==> src/rtl/iter_seq_controller.sv <==
// Control sequencer for an iterative non-restoring shift/add-subtract datapath.
// Runs LOAD, ITERS shift steps, an optional correction step, then holds the result under valid/ack.
module iter_seq_controller #(
    parameter int ITERS   = 8,
    parameter int CNT_W   = 4,
    parameter bit CORRECT = 1'b1
) (
    input  logic             clk,
    input  logic             reset,
    input  logic             start,
    input  logic             abort,
    input  logic             ack,
    input  logic             sign,
    output logic             load,
    output logic             add,
    output logic             shift,
    output logic             inbit,
    output logic [1:0]       sel,
    output logic             valid,
    output logic             busy,
    output logic [CNT_W-1:0] count
);

    typedef enum logic [2:0] {IDLE, LOAD, ITER, CORR, DONE} state_t;

    localparam logic [CNT_W-1:0] ITERS_C = CNT_W'(ITERS);
    localparam logic [CNT_W-1:0] ONE_C   = CNT_W'(1);

    state_t           state_reg;
    logic [CNT_W-1:0] count_reg;
    logic             first_reg;

    always_ff @(posedge clk or negedge reset) begin
        if (!reset) begin
            state_reg <= IDLE;
            count_reg <= '0;
            first_reg <= 1'b0;
        end else begin
            case (state_reg)
                IDLE: begin
                    if (start) state_reg <= LOAD;
                end
                LOAD: begin
                    if (abort) begin
                        state_reg <= IDLE;
                        count_reg <= '0;
                    end else begin
                        state_reg <= ITER;
                        count_reg <= ITERS_C;
                        first_reg <= 1'b1;
                    end
                end
                ITER: begin
                    first_reg <= 1'b0;
                    if (abort) begin
                        state_reg <= IDLE;
                        count_reg <= '0;
                    end else begin
                        count_reg <= count_reg - ONE_C;
                        if (count_reg == ONE_C) state_reg <= CORRECT ? CORR : DONE;
                    end
                end
                CORR: begin
                    state_reg <= abort ? IDLE : DONE;
                    count_reg <= '0;
                end
                DONE: begin
                    count_reg <= '0;
                    if (ack) state_reg <= start ? LOAD : IDLE;
                end
                default: begin
                    state_reg <= IDLE;
                    count_reg <= '0;
                    first_reg <= 1'b0;
                end
            endcase
        end
    end

    // The first iteration has no valid remainder sign yet, so it always subtracts.
    logic sign_eff;
    assign sign_eff = sign & ~first_reg;

    always_comb begin
        load  = 1'b0;
        add   = 1'b0;
        shift = 1'b0;
        inbit = 1'b0;
        sel   = 2'b10;
        valid = 1'b0;
        busy  = 1'b0;
        case (state_reg)
            LOAD: begin
                load = 1'b1;
                sel  = 2'b11;
                busy = 1'b1;
            end
            ITER: begin
                shift = 1'b1;
                sel   = 2'b00;
                busy  = 1'b1;
                add   = sign_eff;
                inbit = ~sign_eff;
            end
            CORR: begin
                sel  = 2'b01;
                busy = 1'b1;
                add  = sign;
            end
            DONE: valid = 1'b1;
            default: ;
        endcase
    end

    assign count = count_reg;

endmodule

==> config.mk <==
export PLATFORM = sky130hd
export DESIGN_NAME = iter_seq_controller
export DESIGN_NICKNAME = d
export VERILOG_FILES = /design/src/rtl/iter_seq_controller.sv
export SDC_FILE = /design/constraint.sdc
export NUM_CORES = 1
export LEC_CHECK = 0
export ABC_AREA = 1
export CAP_MARGIN = 30
export CELL_PAD_IN_SITES_DETAIL_PLACEMENT = 1
export CELL_PAD_IN_SITES_GLOBAL_PLACEMENT = 1
export CORE_ASPECT_RATIO = 1.2
export CORE_MARGIN = 2
export CORE_UTILIZATION = 29
export DETAILED_ROUTE_END_ITERATION = 16
export PLACE_DENSITY_LB_ADDON = 0.2
export SYNTH_ARGS = -nofsm -noshare
export SYNTH_HDL_FRONTEND = slang
export SYNTH_SLANG_ARGS = --single-unit
==> constraint.sdc <==
create_clock -name clk -period 1.4 [get_ports clk]
set_input_delay 0.14 -clock clk [delete_from_list [all_inputs] [get_ports clk]]
set_output_delay 0.14 -clock clk [all_outputs]
set_load 0.005 [all_outputs]
==> results of run 1 <==
[Yosys cell counts]
cell type	n	area, µm²
a21boi_1	1	7.51
a21oi_1	2	10.0
dfrtp_1	8	200
ha_1	2	25.0
inv_1	14	52.6
inv_2	1	3.75
nand2_1	19	71.3
nand2_2	1	6.26
nand3_1	7	35.0
nor2_1	8	30.0
nor2_2	2	12.5
nor2_4	1	11.3
nor3_2	1	10.0
o21ai_0	3	15.0
o21ai_1	1	5.00
o22ai_1	1	6.26
[metal layers]
metal  GRT usage [%]  vias up
li1                -      296
met1            19.2      275
met2            30.7       17
met3            3.30        7
met4            8.06        0
met5               0        -
[worst max-delay path: stages (launching register included)]
cell and delay (ps):
dfrtp_2 430, nor2_4 140, nand2_4 70, buf_6 110, a21oi_2 120, buf_2 150
[power by group through the flow]
stage / Sequential (mW) / Combinational (mW) / Clock, mW
6_report: 0.434 / 1.42 / 0.174
5_1_grt: 0.444 / 1.57 / 0.195
4_1_cts: 0.418 / 1.24 / 0.182
3_5_place_dp: 0.423 / 1.20 / 0
3_3_place_gp: 0.412 / 1.16 / 0
2_1_floorplan: 0.438 / 0.530 / 0
[area by class of cell]
type	count	area, µm²	share of cell area, %
Clock buffer	3	22.5	2.56
Inverter	15	58.8	6.70
Multi-Input combinational cell	49	283	32.2
Sequential cell	8	203	23.1
Tap cell	18	22.5	2.56
Timing Repair Buffer	34	289	32.9
[worst max-delay path by stage]
stage	from	endpoint	slack (ps)
detailed placement	state_reg[2]	add	-160
CTS	state_reg[2]	inbit	-30
finish	state_reg[2]	inbit	-20
global route	state_reg[2]	inbit	-60
floorplan	state_reg[2]	add	320
global placement	state_reg[2]	add	-110
[cell families after synthesis]
group | after synthesis | synth area share, %
fa+ha+maj | 2 | 4.99
buf+inv | 15 | 11.2
compound gates | 8 | 8.73
flops | 8 | 39.9
simple gates | 39 | 35.2
[timing repair]
action | CTS | global route
endpoints found under the setup margin | 8 | 8
gates resized for setup | 26 | 16
pin swaps | 2 | 5
buffers inserted | 3 | 3
[through the flow]
stage / hold WS [ps] / util (%) / instances
floorplan: -156 / - / 72
global placement: 446 / 47.9 / 118
detailed placement: 451 / 47.9 / 118
CTS: 179 / 50.9 / 124
global route: 195 / 54.2 / 127
finish: 173 / 54.2 / 127
==> run metrics, run 1 <==
Pleak=0.477 nW; Startpoint Class=register; placer congestion estimate=approximately 0.71; CTS Hold Bufs=0; Row Count=16; placed inst area=around 780 µm²; drt drc=0; internal power=1.16 mW; M1 WL=677 µm; relative slew slack=approximately 75%; RSZ-0062 raised after global routing=yes; drt via density=between 4 and 5; Via Count=595; first-pass GRT wire length=2720 µm; Hold Path Class=in -> async; Post-Syn Instances=72; uppermost layer routed=met4; syn_nets=80; vias in the first global route=634; flop and latch count out of synthesis=8; total gr overflow=0; Routed WL=1780 µm; max FFs per register=4; Synth Warn #=0; pwr/cell area=2310 nW/µm²; sequential fraction of the synthesis area=39.9%; Avg Inst Size Synth=about 7 µm²; Final period util=101%; CTS H-tree lvls=1; Nets=119; Power, Total=slightly above 2 mW; initial core utilization=a little under a third; RR Startpoint=state_reg[2]; worst skew pair latency=250 ps; Detailed Place HPWL=~1200 µm; # IOs=18; Worst Setup End Kind=output pin; final hold violation count=0; P&R area growth vs syn=75.1%; TritonCTS Buffers=3; Crit Path Category=reg -> out; Clock Sinks=8; power share of the combinational group=70.0%; Reg2Reg Capture Point=state_reg[0]; Slew @ Worst Pin=~370 ps; count of cell types in the netlist=16; Core Region=approximately 1600 µm²; Clock Tree Buf Depth=2; Setup violations, final=1; clock power share=8.6%; CTS tree=built; post-DR wirelength/cell=14.0 µm; largest net degree at the start of global routing=9; net switching power=about 0.87 mW; most frequent cells in the layout=nand2_1, inv_1, buf_4; Worst-path clk slew=about 60 ps; Reg power frac=21.4%; layout cells sized above 1=36.7%; clock root cell=clkbuf_4; switching share of power=42.9%; DIE WIDTH=42.0 µm; met2 routed WL=981 µm; port bufs=17; DRT antenna net count=0; fin worst setup slack=-20.6 ps; DR WL met3=60 µm; final instance area=878 µm²; status=finished, violations left; antenna cells=0; FF-to-FF setup slack=80 ps; DIE AREA=2080 µm²; maxcap violations=0; antenna violations before repair=0; GRT Resource Usage Total=17.2%; Fin Setup TNS=-20.6 ps; required time of the critical path=1260 ps; Peak VDD IR=1060 µV; Mapped Area=502 µm²; Crit Path Max Fanout=3; die height=49.6 µm; worst-case clock skew=3.91 ps; dpl ws=-160 ps; drt initial violations=2; # fillers=just over 200; f_max=704 MHz; crit path DAT=1280 ps; post-route minimum period=~1400 ps; TritonRoute pass-1 iters=4; failing checks=setup timing; Final Max Tran Viols=0; commonest non-fill, non-tap cell in the layout=nand2_1; Register-to-Register Path Depth=7
(Power assumes the default switching activity.)
==> inputs of run 2 (changes only) <==
Settings changed: CORE_UTILIZATION 29 to 30, CTS_BUF_LIST set to sky130_fd_sc_hd__clkbuf_8.
==> run metrics, run 2 (same netlist as run 1, synthesis figures left out) <==
status=finished, violations left; failing checks=setup timing; CTS tree=built; Core Region=1600 µm² (-1.2%); Setup violations, final=1 (unchanged); placer congestion estimate=0.749 (+5.2%); Detailed Place HPWL=1200 µm (-1.4%); crit-path max cell delay=430 ps (about the same); Worst-path clk slew=40 ps (-20 ps); Routed WL=1660 µm (-6.4%); clock power share=13.2% (+4.6 points); Startpoint Class=register; relative slew slack=73.1% (-1.9 points); Clock Tree Buf Depth=2 (unchanged); drt via density=4.62 (-1.4%); # IOs=18 (unchanged); # fillers=206 (+0.49%); antenna cells=0 (unchanged); Crit path buffers/inverters=2 (unchanged); fin worst setup slack=-23.7 ps (-3.11 ps); switching share of power=40.2% (-2.7 points); Slew @ Worst Pin=402 ps (+28.2 ps); Reg power frac=21.8% (+0.4 points); Pleak=0.481 nW (+0.86%); final hold slack=211 ps (+38.2 ps); power share of the combinational group=65.0% (-5.0 points); P&R area growth vs syn=77.1%; commonest non-fill, non-tap cell in the layout=nand2_1; Worst Setup End Kind=output pin; TritonRoute pass-1 iters=3 (-1); max FFs per register=4 (unchanged); Clock Sinks=8 (unchanged); most frequent cells in the layout=nand2_1, buf_4, inv_1; Hold Path Class=in -> async; CP Cell Sequence=buf_6, nor2_4, nand2_2, a21boi_1, buf_2; TritonCTS Buffers=3 (unchanged); total gr overflow=0 (unchanged); post-route minimum period=1420 ps (+3.11 ps); final hold violation count=0 (unchanged); port bufs=17 (unchanged); clock root cell=clkbuf_8; worst skew pair latency=230 ps (-20 ps); antenna violations before repair=0 (unchanged); layout cells sized above 1=39.6% (+2.9 points); Row Count=16 (unchanged); Crit-path slowest cell=dfrtp_2; Nets=121 (+1.7%); Peak VDD IR=921 µV (-13%); CTS H-tree lvls=1 (unchanged); RSZ-0062 raised after global routing=yes; Via Count=596 (+0.17%); CTS Hold Bufs=0 (unchanged); CP top delay family=flip-flops; pwr/cell area=2350 nW/µm² (+1.9%); DIE WIDTH=41.3 µm (-1.5%); net switching power=0.840 mW (-3.3%); post-DR wirelength/cell=12.9 µm (-7.9%); Power, Total=2.09 mW (+3.1%); crit path DAT=1280 ps (about the same); first-pass GRT wire length=2690 µm (-0.99%); Final Max Tran Viols=0 (unchanged); Final period util=102% (+0.22 points); worst-case clock skew=0.602 ps (-3.31 ps); DRT antenna net count=0 (unchanged); drt drc=0 (unchanged); largest net degree at the start of global routing=9 (unchanged); initial core utilization=31.3% (+0.39 points); Crit Path Max Fanout=3 (unchanged); internal power=1.25 mW (+7.9%); Crit Path Category=reg -> out; f_max=702 MHz (-0.22%); GRT Resource Usage Total=19.8% (+2.6 points); die height=48.8 µm (-1.5%); maxcap violations=0 (unchanged); vias in the first global route=606 (-4.4%); drt initial violations=1 (-1); DIE AREA=2020 µm² (-3.0%); required time of the critical path=1260 ps (about the same); FF-to-FF setup slack=90 ps (about the same)
==> run 2: changes by cell type in the layout (fill, tap and decap cells not counted), moves of 2 or more <==
cell / previous run / this run
buf_4: 12 / 14
dlygate4sd2_1: 2 / 0
clkbuf_8: 0 / 3
clkbuf_4: 3 / 0
clkbuf_2: 1 / 3
==> run 2: metrics by stage <==
step / TNS (ps) / utilization, % / setup WS (ps) / std cells / cell area [µm²]
2_1_floorplan: 0 / - / 317 / 72 / 502
3_3_place_gp: -185 / 49.5 / -102 / 120 / 792
3_5_place_dp: -461 / 49.5 / -188 / 120 / 792
4_1_cts: -355 / 53.8 / -110 / 126 / 861
5_1_grt: -146 / 55.5 / -94.3 / 129 / 888
6_report: -23.7 / 55.5 / -23.7 / 129 / 888
==> run 2: final timing paths <==
kind / from / end / cells past startpoint
setup reg to reg: state_reg[2] / state_reg[0] / 8
setup / recovery: state_reg[2] / add / 5
min in group clk: first_reg / first_reg / 2
hold reg to reg: first_reg / first_reg / 2
hold / removal: reset / count[0] / 1
max in group asynchronous: reset / state_reg[0] / 1
==> run 2: worst register-to-register path, cell delays in order, from the launching register on <==
cell     delay [ps]
dfrtp_2         430
nor2_4          130
nand2_2          90
buf_6           130
buf_4           120
nor2_1          110
nand2_1          80
nand2_1          70
nor2_1           40
==> run 2: metal layers <==
layer	up-vias	global-route usage (%)	wire length, µm
met5	-	0	0
met4	0	8.06	37
met3	4	3.20	63
met2	16	35.2	944
met1	276	21.2	617
li1	300	-	-
==> run 2: power groups by stage <==
stage | clock network (mW) | registers, mW | logic, mW
floorplan | 0 | 0.438 | 0.530
global placement | 0 | 0.425 | 1.20
detailed placement | 0 | 0.433 | 1.23
CTS | 0.287 | 0.436 | 1.30
global route | 0.297 | 0.473 | 1.54
finish | 0.276 | 0.455 | 1.36
==> run 2: cell type report <==
| class | instances | area [µm²] | share of cell area (%) |
|---|---|---|---|
| Clock buffer | 3 | 41.3 | 4.65 |
| Timing Repair Buffer | 36 | 297 | 33.4 |
| Inverter | 15 | 58.8 | 6.62 |
| Tap cell | 18 | 22.5 | 2.54 |
| Sequential cell | 8 | 204 | 23.0 |
| Multi-Input combinational cell | 49 | 265 | 29.9 |
==> run 2: what timing repair did <==
item | CTS | global route
pin swaps | 4 | 6
endpoints found under the setup margin | 8 | 7
buffers inserted | 3 | 4
gates cloned | 0 | 0
resized for setup | 20 | 25
